### src/rtl/cpu_pkg.sv
// cpu_pkg: types and constants shared by the instruction fetch unit and its buffer.
// Latency: none, declarations only.
// Backpressure: not applicable.
package cpu_pkg;

   localparam int INSTR_W = 32;
   localparam logic [INSTR_W-1:0] NOP_INSTR = 32'h0000_0013;

   typedef enum logic [1:0] {
      ST_BOOT = 2'd0,
      ST_RUN  = 2'd1,
      ST_HALT = 2'd2
   } ifu_state_e;

   // Force a fetch target onto a word boundary.
   function automatic logic [31:0] word_align(input logic [31:0] addr);
      return addr & 32'hFFFF_FFFC;
   endfunction

endpackage

### src/rtl/fetch_fifo.sv
// fetch_fifo: synchronous buffer of fetched {instr, pc} entries with a flush input.
// Latency: a pushed entry is visible on head_dat the cycle after the push.
// Backpressure: push is dropped when full unless a pop happens the same cycle; flush beats push and pop.
module fetch_fifo #(
   parameter int           DEPTH   = 4,
   parameter int           W       = 64,
   parameter logic [W-1:0] RST_DAT = '0
) (
   input  logic                   clk,
   input  logic                   rst_n,
   input  logic                   flush,
   input  logic                   push,
   input  logic [W-1:0]           push_dat,
   input  logic                   pop,
   output logic [W-1:0]           head_dat,
   output logic                   full,
   output logic                   empty,
   output logic [$clog2(DEPTH):0] count
);

   localparam int AW = $clog2(DEPTH);

   logic [W-1:0]  mem_q [DEPTH];
   logic [W-1:0]  mem_d [DEPTH];
   logic [AW-1:0] wr_ptr_q, wr_ptr_d;
   logic [AW-1:0] rd_ptr_q, rd_ptr_d;
   logic [AW:0]   count_q, count_d;
   logic          push_en, pop_en;

   assign full     = (count_q == (AW+1)'(DEPTH));
   assign empty    = (count_q == '0);
   assign count    = count_q;
   assign head_dat = mem_q[rd_ptr_q];
   assign pop_en   = pop && !empty;
   assign push_en  = push && (!full || pop_en);

   // Next storage, pointers and occupancy; DEPTH is a power of two so pointers wrap naturally.
   always_comb begin
      mem_d    = mem_q;
      wr_ptr_d = wr_ptr_q;
      rd_ptr_d = rd_ptr_q;
      count_d  = count_q;
      if (flush) begin
         wr_ptr_d = '0;
         rd_ptr_d = '0;
         count_d  = '0;
      end else begin
         if (push_en) begin
            mem_d[wr_ptr_q] = push_dat;
            wr_ptr_d        = wr_ptr_q + AW'(1);
         end
         if (pop_en) begin
            rd_ptr_d = rd_ptr_q + AW'(1);
         end
         count_d = count_q + (AW+1)'(push_en) - (AW+1)'(pop_en);
      end
   end

   // Storage is reset too so the head shows RST_DAT straight out of reset.
   always_ff @(posedge clk or negedge rst_n) begin
      if (!rst_n) begin
         for (int i = 0; i < DEPTH; i++) begin
            mem_q[i] <= RST_DAT;
         end
         wr_ptr_q <= '0;
         rd_ptr_q <= '0;
         count_q  <= '0;
      end else begin
         mem_q    <= mem_d;
         wr_ptr_q <= wr_ptr_d;
         rd_ptr_q <= rd_ptr_d;
         count_q  <= count_d;
      end
   end

endmodule

### src/rtl/instr_fetch_unit.sv
// instr_fetch_unit: issues in-order word fetches, buffers responses, hands {Instr, instr_pc} to the datapath.
// Latency: instr_valid rises the cycle after the imem_rsp_valid that carries the word.
// Backpressure: requests stop once buffered + outstanding reaches FIFO_DEPTH; instr_ready pops the head.
// Optional: IFU_MISALIGN_CHECK_EN turns a misaligned redirect into a sticky fault and HALT.
import cpu_pkg::*;

module instr_fetch_unit #(
   parameter int          FIFO_DEPTH = 4,
   parameter logic [31:0] RESET_PC   = 32'h0000_0000
) (
   input  logic        clk,
   input  logic        Reset,
   output logic        imem_req_valid,
   input  logic        imem_req_ready,
   output logic [31:0] imem_req_addr,
   input  logic        imem_rsp_valid,
   input  logic [31:0] imem_rsp_data,
   input  logic        redirect,
   input  logic [31:0] redirect_pc,
   output logic        instr_valid,
   input  logic        instr_ready,
   output logic [31:0] Instr,
   output logic [31:0] instr_pc,
   output logic        fetch_fault
);

   localparam int CW = $clog2(FIFO_DEPTH) + 1;
   // Stale responses still owed by memory; wide enough for many back-to-back redirects.
   localparam int DW = 8;
   localparam logic [CW:0] DEPTH_C = (CW+1)'(FIFO_DEPTH);

   ifu_state_e    state_q, state_d;
   logic [31:0]   fetch_pc_q, fetch_pc_d;
   logic [31:0]   rsp_pc_q, rsp_pc_d;
   logic [CW-1:0] outstanding_q, outstanding_d;
   logic [DW-1:0] discard_q, discard_d;

   logic [63:0]   f_head;
   logic [CW-1:0] f_count;
   logic          f_full, f_empty, f_push, f_pop;
   logic [CW:0]   in_flight;
   logic          redir_en, req_acc, rsp_take;

   assign in_flight = {1'b0, f_count} + {1'b0, outstanding_q};
   assign redir_en  = redirect && (state_q != ST_HALT);
   assign imem_req_valid = (state_q == ST_RUN) && !redirect && !f_full && (in_flight < DEPTH_C);
   assign imem_req_addr  = fetch_pc_q;
   assign req_acc  = imem_req_valid && imem_req_ready;
   // A response with nothing owed is ignored; BOOT never has anything owed but is excluded explicitly.
   assign rsp_take = imem_rsp_valid && (state_q != ST_BOOT) && ((outstanding_q != '0) || (discard_q != '0));
   assign f_push   = rsp_take && (discard_q == '0) && !redir_en;
   assign f_pop    = instr_valid && instr_ready && !redir_en;

   assign instr_valid = !f_empty && (state_q == ST_RUN);
   assign Instr       = f_head[63:32];
   assign instr_pc    = f_head[31:0];

`ifdef IFU_MISALIGN_CHECK_EN
   logic fault_q, fault_d;
   assign fetch_fault = fault_q;
`else
   assign fetch_fault = 1'b0;
`endif

   fetch_fifo #(
      .DEPTH   (FIFO_DEPTH),
      .W       (64),
      .RST_DAT ({NOP_INSTR, 32'h0000_0000})
   ) u_fifo (
      .clk      (clk),
      .rst_n    (Reset),
      .flush    (redir_en),
      .push     (f_push),
      .push_dat ({imem_rsp_data, rsp_pc_q}),
      .pop      (f_pop),
      .head_dat (f_head),
      .full     (f_full),
      .empty    (f_empty),
      .count    (f_count)
   );

   // Next state: redirect overrides acceptance/push/pop; owed responses become discards.
   always_comb begin
      state_d       = state_q;
      fetch_pc_d    = fetch_pc_q;
      rsp_pc_d      = rsp_pc_q;
      outstanding_d = outstanding_q;
      discard_d     = discard_q;
`ifdef IFU_MISALIGN_CHECK_EN
      fault_d       = fault_q;
`endif
      if (state_q == ST_BOOT) begin
         state_d = ST_RUN;
      end
      if (redir_en) begin
         fetch_pc_d    = word_align(redirect_pc);
         rsp_pc_d      = word_align(redirect_pc);
         outstanding_d = '0;
         // A response landing in the redirect cycle is one of the owed words and is dropped here.
         discard_d     = discard_q + DW'(outstanding_q) - DW'(rsp_take);
`ifdef IFU_MISALIGN_CHECK_EN
         if (redirect_pc[1:0] != 2'b00) begin
            fault_d = 1'b1;
            state_d = ST_HALT;
         end
`endif
      end else begin
         if (req_acc) begin
            fetch_pc_d = fetch_pc_q + 32'd4;
         end
         if (rsp_take) begin
            if (discard_q != '0) begin
               discard_d = discard_q - DW'(1);
            end else begin
               rsp_pc_d = rsp_pc_q + 32'd4;
            end
         end
         outstanding_d = outstanding_q + CW'(req_acc) - CW'(f_push);
      end
   end

   // State registers.
   always_ff @(posedge clk or negedge Reset) begin
      if (!Reset) begin
         state_q       <= ST_BOOT;
         fetch_pc_q    <= RESET_PC;
         rsp_pc_q      <= RESET_PC;
         outstanding_q <= '0;
         discard_q     <= '0;
`ifdef IFU_MISALIGN_CHECK_EN
         fault_q       <= 1'b0;
`endif
      end else begin
         state_q       <= state_d;
         fetch_pc_q    <= fetch_pc_d;
         rsp_pc_q      <= rsp_pc_d;
         outstanding_q <= outstanding_d;
         discard_q     <= discard_d;
`ifdef IFU_MISALIGN_CHECK_EN
         fault_q       <= fault_d;
`endif
      end
   end

endmodule

### config.mk
export PLATFORM = sky130hd
export DESIGN_NAME = instr_fetch_unit
export DESIGN_NICKNAME = d
export VERILOG_FILES = /design/src/rtl/cpu_pkg.sv /design/src/rtl/fetch_fifo.sv /design/src/rtl/instr_fetch_unit.sv
export SDC_FILE = /design/constraint.sdc
export NUM_CORES = 1
export LEC_CHECK = 0
export CORE_MARGIN = 1.5
export CORE_UTILIZATION = 52
export DETAILED_ROUTE_END_ITERATION = 16
export PLACE_DENSITY_LB_ADDON = 0.12
export SYNTH_ARGS = -nofsm -noshare
export SYNTH_HDL_FRONTEND = slang
export SYNTH_SLANG_ARGS = --single-unit
export TNS_END_PERCENT = 10
### constraint.sdc
create_clock -name clk -period 3.15 [get_ports clk]
set_input_delay 0.315 -clock clk [delete_from_list [all_inputs] [get_ports clk]]
set_output_delay 0.315 -clock clk [all_outputs]
set_load 0.005 [all_outputs]
Word-level counts from Yosys, hierarchy flattened
Index checks and enable logic that the tools add are counted.
{ "word_totals": {"elab_cells": 85, "reg_bits": 339, "inputBits": 70, "output_inout_bits": 99} }
{ "op_classes": {"addsub": 12, "bitwise": 3, "n_lt_le_gt_ge": 4, "mux": 20, "n_reduce_logical": 32, "n_eq_ne": 2} }
{ "ops": {"columns": ["operator", "count"], "rows": [
  ["bitwise mux 256 bit", 1],
  ["two-way mux 64 bit", 3],
  ["two-way mux 32 bit", 5],
  ["binary-select mux 64 bit (select 2 bit)", 1],
  ["demux 64 bit (select 2 bit)", 1],
  ["adder 32 x 3 -> 32 bit (second input constant)", 2],
  ["two-way mux 8 bit", 3],
  ["logical AND 1 bit", 14],
  ["nonzero test 2 bit", 5],
  ["adder 8 x 3 -> 8 bit", 1],
  ["zero test 8 bit", 1],
  ["two-way mux 2 bit", 4],
  ["nonzero test 8 bit", 1],
  ["subtractor 8 x 1 -> 8 bit", 1],
  ["subtractor 8 x 1 -> 8 bit (second input constant)", 1],
  ["adder 3 x 1 -> 3 bit", 2],
  [">= comparator 3 bit (second input constant)", 2],
  ["two-way mux 3 bit", 2],
  ["NOT 2 -> 3 bit", 2],
  ["AND reduction 2 bit", 3],
  ["subtractor 3 x 1 -> 3 bit", 2],
  ["adder 2 x 1 -> 2 bit (second input constant)", 2],
  ["adder 3 x 3 -> 4 bit", 1],
  ["less-than comparator 4 x 3 -> 1 bit (second input constant)", 1],
  ["other kinds (9)", 12]
]} }

Depth between registers and ports, before layout
Gate-level depths: netlist of run 1.
{ "depth": {"word_depth": 11, "ltp_mapped": 16, "depth_no_buf": 15} }

Modules after synthesis
From an unflattened synthesis of run 1, not the netlist that was laid out.
{ "hier_totals": {"hier_cells": 1182, "hier_area_um2": 16861.2} }
{ "by_module_without_submodules": {"columns": ["module", "cells_per_inst", "area_per_inst_um2", "n_inst"], "rows": [
  ["fetch_fifo", 665, 12104.1, 1],
  ["instr_fetch_unit", 517, 4757.1, 1]
]} }

Worst setup path after synthesis of run 1
No wires, ideal clock.
{ "synth_timing": {"path_kind": "register to register", "from": "register discard_q[0]", "to": "register discard_q[6]", "required_ns": 3.071, "n_path_buf": 1, "synth_period_minus_slack_ns": 3.229, "path_stages_with_launch": 17, "setup_time_ns": 0.079, "slack_ns": -0.079, "arrival_time_ns": 3.150, "cell_sequence": "dfrtp_1 -> inv_1 -> ha_1 -> or3b_1 -> buf_2 -> o211ai_1 -> nand2_1 -> ha_1 -> inv_1 -> ha_1 -> inv_1 -> fa_1 -> nand2b_1 -> a211o_1 -> mux2i_1 -> o211ai_1 -> mux2i_1"} }
{ "synth_via": {"elab_chain_cells": 5, "elab_cells_between_ends": 12} }
{ "synth_rtl": {"columns": ["element", "line_no", "source"], "rows": [
  ["start, declared", "instr_fetch_unit.sv:36", "logic [DW-1:0] discard_q, discard_d;"],
  ["start signal, assigned", "instr_fetch_unit.sv:138", "discard_q <= discard_d;"],
  ["branches (longest 5 deep; another with adder 8 x 3 -> 8 bit)", null, null]
]} }
Parallel ways; which one is timed is not known. The select of a mux whose other input is x is not followed.
A chain may end at the register's enable or synchronous reset.

Worst setup path after layout of run 1
Same ends and word-level chain as after synthesis.

==> load_flow_metrics.sql, run 1 <==
INSERT INTO impl_metrics (metric_group, metric, value, unit) VALUES
('status', 'outcome', 'finished, final reports clean', ''),
('sta', 'hold_ws', '0.3869', 'ns'),
('placed_design', 'gp_congestion', '0.8594', ''),
('placed_design', 'dp.final_hpwl', '23840', 'um'),
('finish', 'post_route_cells_drive_above_1_share', '32.65', '%'),
('worst_setup_path', 'worst-endpoint-required', '3.59', 'ns'),
('sta', 'rsz0062_at_grt', 'yes', ''),
('synthesis', 'synth_area_leaders', 'dfrtp_1 47%, mux2_4 21%, mux4_2 8.3%', ''),
('finish', 'n_antenna_cell', '0', ''),
('synthesis', 'seq_area_frac_synth', '48.50', '%'),
('drt', 'drt_iter0_drc', '498', ''),
('drt', 'viasPerCell', '5.640', ''),
('drt', 'routed-via-count', '10120', ''),
('worst_setup_path', 'critical-path-top-delay-family', 'adder cells', ''),
('worst_setup_path', 'cp.arrival', '3.53', 'ns'),
('floorplanning', 'fp.dieArea', '33590', 'um^2'),
('global_routing', 'wire_length_of_the_first_global_routing_pass', '61600', 'um'),
('worst_setup_path', 'critical-path-slowest-cell', 'dfrtp_1', ''),
('sta', 'slew-limit-headroom', '35.94', '%'),
('clock_network', 'max-clock-path-buffers', '3', ''),
('sta', 'final.setup_skew', '0.01516', 'ns'),
('worst_setup_path', 'worstPathBufferInverterCount', '3', ''),
('synthesis', 'synth_async_sr_flop_share', '100.0', '%'),
('sta', 'hold_viol', '0', ''),
('sta', 'worstMarginPinSlew', '0.9488', 'ns'),
('synthesis', 'post_synth_most_frequent_cells', '315 x dfrtp_1, 240 x mux2_4, 62 x mux4_2', ''),
('synthesis', 'netlist_area', '16900', 'um^2'),
('sta', 'max_slew_violation_count', '0', ''),
('floorplanning', 'initial_core_util', '53.15', '%'),
('clock_network', 'clock_sink_count', '327', ''),
('synthesis', 'postSynthAreaPerCell', '14.58', 'um^2'),
('floorplanning', 'std_cell_rows', '65', ''),
('global_routing', 'via_count_of_the_first_global_routing_pass', '11120', ''),
('clock_network', 'tritoncts', 'yes', ''),
('finish', 'post-route-cell-area', '20280', 'um^2'),
('worst_setup_path', 'crit_type', 'reg2reg', ''),
('synthesis', 'synth_most_common_cell', 'dfrtp_1', ''),
('synthesis', 'synthesized_flop_and_latch_total', '327', ''),
('global_routing', 'pin_count_of_the_biggest_net_entering_global_routing', '83', ''),
('clock_network', 'cts-htree-levels', '2', ''),
('sta', 'layout_worst_path_cycle_share', '98.20', '%'),
('synthesis', 'yosysTopAreaCellShare', '46.64', '%'),
('floorplanning', 'boundaryPins', '169', ''),
('synthesis', 'number_of_synthesized_flops_with_an_enable_pin', '0', ''),
('floorplanning', 'die_h', '183.3', 'um'),
('drt', 'drt_pass1_iterations', '5', ''),
('clock_network', 'cts_made_buffers', '37', ''),
('synthesis', 'yosys.area.top_type', 'dfrtp_1', ''),
('synthesis', 'synth_cells', '1159', ''),
('clock_network', 'root_buffer_cell', 'clkbuf_16', ''),
('finish', 'syn_to_final_growth', '20.01', '%'),
('finish', 'finish.utilization', '63.79', '%'),
('clock_network', 'path_clk_slew', '0.06', 'ns'),
('job', 'timing.max_cap.violations', '0', ''),
('placed_design', 'post-place-ws', '0.03590', 'ns'),
('placed_design', 'placed_area', '19040', 'um^2'),
('drt', 'route.final.wire_length', '37100', 'um'),
('pwr', 'areal_power_density_over_the_cells', '509.3', 'nW/um^2'),
('worst_setup_path', 'critical_path.endpoint_type', 'flip-flop', ''),
('synthesis', 'yosys_cell_types', '70', ''),
('worst_setup_path', 'worstPathMaxFanout', '3', ''),
('global_routing', 'globalRoute.totalOverflow', '0', ''),
('sta', 'fmax', '323.3', 'MHz'),
('placed_design', 'portBuffers', '161', ''),
('sta', 'period_minus_slack', '3.093', 'ns'),
('synthesis', 'ys.flop_type', 'dfrtp_1', ''),
('floorplanning', 'die_width', '183.3', 'um'),
('worst_setup_path', 'worstSetupStartpointType', 'flip-flop', ''),
('sta', 'final.setup.worst_slack', '0.05667', 'ns'),
('synthesis', 'synth_warnings', '0', ''),
('pwr', 'standby_leakage_power', '0.009822', 'uW');
## worst register-to-register path: stages, from the launching register on
cell	delay, ns
dfrtp_1	0.40
inv_2	0.07
ha_1	0.15
or3b_4	0.38
o211ai_1	0.22
nand2_1	0.09
ha_1	0.28
inv_1	0.06
ha_2	0.17
inv_1	0.05
fa_2	0.33
nand2b_4	0.15
a211o_1	0.29
mux2i_1	0.16
o211ai_1	0.10
mux2i_1	0.12
## registers in the layout, indices dropped and copies added, names as in the netlist
register / flops
u_fifo.mem_q: 248
u_fifo.rd_ptr_q: 2
rsp_pc_q: 30
u_fifo.wr_ptr_q: 2
state_q: 1
discard_q: 8
imem_req_addr: 30
outstanding_q: 3
u_fifo.count: 3
## routing by layer
layer	track usage (%)	routed length, um	vias to the layer above
met5	0	0	-
met4	5.344	636	0
met3	4.587	1837	45
met2	36.96	17170	248
met1	33.25	17450	5244
li1	-	-	4587
## layout by cell type (no fill, tap or decap), types with 8 or more instances in the layout
cell               n
a21boi_1           8
a21oi_1            9
a31oi_1           19
and3_1            14
buf_12            13
buf_4             24
clkbuf_1          13
clkbuf_16         39
clkbuf_8           9
clkdlybuf4s50_1  159
dfrtp_1          313
dfstp_2           12
ha_1              27
inv_1             37
mux2_1             8
mux2_2            11
mux2_4           240
mux2i_1           11
mux4_2            62
nand2_1           40
nand2b_1          11
nand3_1           23
nand4_1           24
nor2_1            33
nor3_1             9
o21ai_0           17
or3_1             10
or4_1              9
xnor2_1           28
xor2_1            17
## cells by family after synthesis
| kind of cell | Yosys count | synth area share, % |
|---|---|---|
| compound gates | 101 | 4.072 |
| xor+xnor | 45 | 2.332 |
| fa+ha+maj | 31 | 2.428 |
| buf+inv | 108 | 3.665 |
| flops | 327 | 48.50 |
| mux | 332 | 31.50 |
| other cells | 2 | 0.04443 |
| simple gates | 213 | 7.455 |
## final cells by class
cell class / instances / area (um^2)
timing repair buffer: 200 / 2073
sequential: 327 / 8203
multi-input combinational: 728 / 8114
inverter: 39 / 146.4
clock buffer: 61 / 1149
clock inverter: 5 / 53.80
fill: 2380 / 11520
tap: 435 / 544.3
## what timing repair did
action	CTS	global route
buffers inserted	0	3
endpoints found under the hold margin	75	0
resized for setup	0	3
hold buffers	1	0
setup endpoints to repair	0	4
## worst paths after layout
check | startpoint | cells past startpoint | end | slack, ns
worst min-delay path | redirect | 5 | imem_req_addr[13] | 0.39
max in group asynchronous | Reset | 3 | rsp_pc_q[28] | 1.92
worst min register to register | u_fifo.mem_q[63] | 1 | u_fifo.mem_q[63] | 0.49
worst max-delay path | discard_q[0] | 15 | discard_q[6] | 0.06
min in group asynchronous | Reset | 2 | u_fifo.mem_q[248] | 0.40
worst max register to register | discard_q[0] | 15 | discard_q[6] | 0.06
## metrics by stage
stage               setup TNS [ns]  std cells  total power [uW]
floorplan                        0       1163              5541
global placement                 0       1725              6086
detailed placement               0       1725              6119
CTS                              0       1792             10420
global route               -0.3737       1795             10800
finish                           0       1795             10330
## power by group
part           leakage, uW  internal, uW  switching, uW  total [uW]
clock             0.000591          2570           1690        4250
sequential         0.00435          4350            189        4540
combinational      0.00488           756            784        1540
Note: power is estimated with default switching activity, not from simulation.
==> run 2: changes to the inputs <==
- ABC_CLOCK_PERIOD_IN_PS: default -> 3150
- CTS_BUF_LIST: default -> sky130_fd_sc_hd__clkbuf_16
==> load_flow_metrics.sql, run 2 (same netlist as run 1, synthesis figures left out) <==
INSERT INTO impl_metrics (metric_group, metric, value, unit) VALUES
('clock_network', 'max-clock-path-buffers', '3', ''),
('finish', 'final_common_cell', 'dfrtp_1', ''),
('finish', 'final.fill_count', '2399', ''),
('sta', 'period_minus_slack', '3.091', 'ns'),
('status', 'outcome', 'finished, final reports clean', ''),
('floorplanning', 'boundaryPins', '169', ''),
('finish', 'final_cells', '1795', ''),
('floorplanning', 'fp.dieArea', '33590', 'um^2'),
('drt', 'viasPerCell', '5.681', ''),
('worst_setup_path', 'worst-endpoint-required', '3.59', 'ns'),
('sta', 'final.setup_skew', '0.01965', 'ns'),
('drt', 'drt_iter0_drc', '455', ''),
('drt', 'route.final.wire_length', '37050', 'um'),
('worst_setup_path', 'worstSetupStartpointType', 'flip-flop', ''),
('finish', 'most_used_cells_in_the_layout_excluding_fill_and_tap_cells', '313 x dfrtp_1, 240 x mux2_4, 159 x clkdlybuf4s50_1', ''),
('placed_design', 'gp_congestion', '0.8594', ''),
('sta', 'fin_tns_setup', '0', 'ns'),
('finish', 'post-route-cell-area', '20190', 'um^2'),
('clock_network', 'cts_made_buffers', '37', ''),
('drt', 'drcViolationCount', '0', ''),
('worst_setup_path', 'worstPathMaxFanout', '3', ''),
('worst_setup_path', 'crit_type', 'reg2reg', ''),
('job', 'timing.max_cap.violations', '0', ''),
('worst_setup_path', 'worst-r2r-cell-count', '15', ''),
('finish', 'finish.utilization', '63.50', '%'),
('placed_design', 'dp.final_hpwl', '23840', 'um'),
('finish', 'largest_reg_flops', '248', ''),
('floorplanning', 'core_area', '31800', 'um^2'),
('global_routing', 'via_count_of_the_first_global_routing_pass', '11120', ''),
('global_routing', 'pin_count_of_the_biggest_net_entering_global_routing', '83', ''),
('drt', 'drt_pass1_iterations', '5', ''),
('global_routing', 'wire_length_of_the_first_global_routing_pass', '61570', 'um'),
('floorplanning', 'std_cell_rows', '65', ''),
('placed_design', 'number_of_placed_instances_with_taps_included', '1725', ''),
('pwr', 'areal_power_density_over_the_cells', '498.5', 'nW/um^2'),
('clock_network', 'tritoncts', 'yes', ''),
('sta', 'hold_viol', '0', ''),
('worst_hold_path', 'worst_hold_path_type', 'in2async', ''),
('worst_setup_path', 'cp.arrival', '3.53', 'ns'),
('sta', 'slew-limit-headroom', '35.72', '%'),
('global_routing', 'antenna_found_initial', '1', ''),
('placed_design', 'portBuffers', '161', ''),
('sta', 'worstMarginPinSlew', '0.9521', 'ns'),
('drt', 'drt.antenna.violating_nets', '0', ''),
('floorplanning', 'die_width', '183.3', 'um'),
('finish', 'n_antenna_cell', '0', ''),
('floorplanning', 'initial_core_util', '53.15', '%'),
('finish', 'biggest_register', 'u_fifo.mem_q', ''),
('clock_network', 'cts-htree-levels', '2', ''),
('clock_network', 'clock_sink_count', '327', ''),
('sta', 'report.final.setup_viol', '0', ''),
('pwr', 'power.total', '10070', 'uW'),
('clock_network', 'clk_latency', '0.52', 'ns'),
('drt', 'routed_wire_length_per_instance', '20.64', 'um'),
('drt', 'routed-via-count', '10200', ''),
('clock_network', 'root_buffer_cell', 'clkbuf_16', ''),
('pwr', 'ir_drop', '0.0003963', 'V'),
('sta', 'max_slew_violation_count', '0', ''),
('global_routing', 'grtUsageTotal', '23.27', '%'),
('sta', 'rsz0062_at_grt', 'yes', ''),
('pwr', 'standby_leakage_power', '0.009825', 'uW'),
('finish', 'nNetsFinal', '1434', ''),
('global_routing', 'globalRoute.totalOverflow', '0', ''),
('clock_network', 'path_clk_slew', '0.06', 'ns'),
('finish', 'post_route_cells_drive_above_1_share', '31.99', '%'),
('sta', 'layout_worst_path_cycle_share', '98.12', '%'),
('finish', 'syn_to_final_growth', '19.48', '%'),
('worst_setup_path', 'critical_path.endpoint_type', 'flip-flop', ''),
('placed_design', 'placed_area', '19040', 'um^2'),
('sta', 'fmax', '323.6', 'MHz'),
('floorplanning', 'die_h', '183.3', 'um');
==> run 2: timing repair <==
| action | in CTS | in global routing |
|---|---|---|
| hold buffers | 1 | 0 |
| gates resized for setup | 0 | 3 |
| endpoints found under the hold margin | 75 | 0 |
| setup buffers | 0 | 3 |
| setup endpoints to repair | 0 | 4 |
==> run 2: power by group <==
group	switching, uW	internal [uW]
combinational	782	756
clock	1690	2300
sequential	189	4350
==> run 2: cell type report <==
class	instances	area (um^2)	share of cell area, %
flip-flops and latches	327	8203	40.62
multi-input cells	728	8114	40.18
repair buffers	200	2073	10.27
clock buffers	39	975.9	4.833
well taps	435	544.3	2.695
inverters	39	146.4	0.7250
clock inverters	27	136.4	0.6754
==> run 2: final timing paths <==
check / to / from / slack, ns
min reg2reg: u_fifo.mem_q[63] / u_fifo.mem_q[63] / 0.49
min: u_fifo.mem_q[248] / Reset / 0.40
min in group clk: imem_req_addr[13] / redirect / 0.40
max: discard_q[6] / discard_q[0] / 0.06
max in group asynchronous: rsp_pc_q[29] / Reset / 1.92
max reg2reg: discard_q[6] / discard_q[0] / 0.06
==> run 2: through the flow <==
stage,setup slack [ns],hold WS [ns]
finish,0.05932,0.3963
global route,-0.1606,0.4128
CTS,0.01453,0.3783
detailed placement,0.03590,0.3822
global placement,0.09682,0.3709
floorplan,0.01943,0.01941
==> run 2: layer usage <==
metal  part of all wire, %  GRT usage, %
met1                    47         33.10
met4                   1.7         5.377
met5                     0             0
met3                   5.0         4.587
met2                    46         37.05
==> run 2: worst max-delay path, stage by stage (launching register included) <==
cell,delay [ns]
dfrtp_1,0.40
inv_2,0.07
ha_1,0.15
or3b_4,0.38
o211ai_1,0.22
nand2_1,0.09
ha_1,0.28
inv_1,0.06
ha_2,0.17
inv_1,0.05
fa_2,0.33
nand2b_4,0.15
a211o_1,0.29
mux2i_1,0.16
o211ai_1,0.10
mux2i_1,0.12
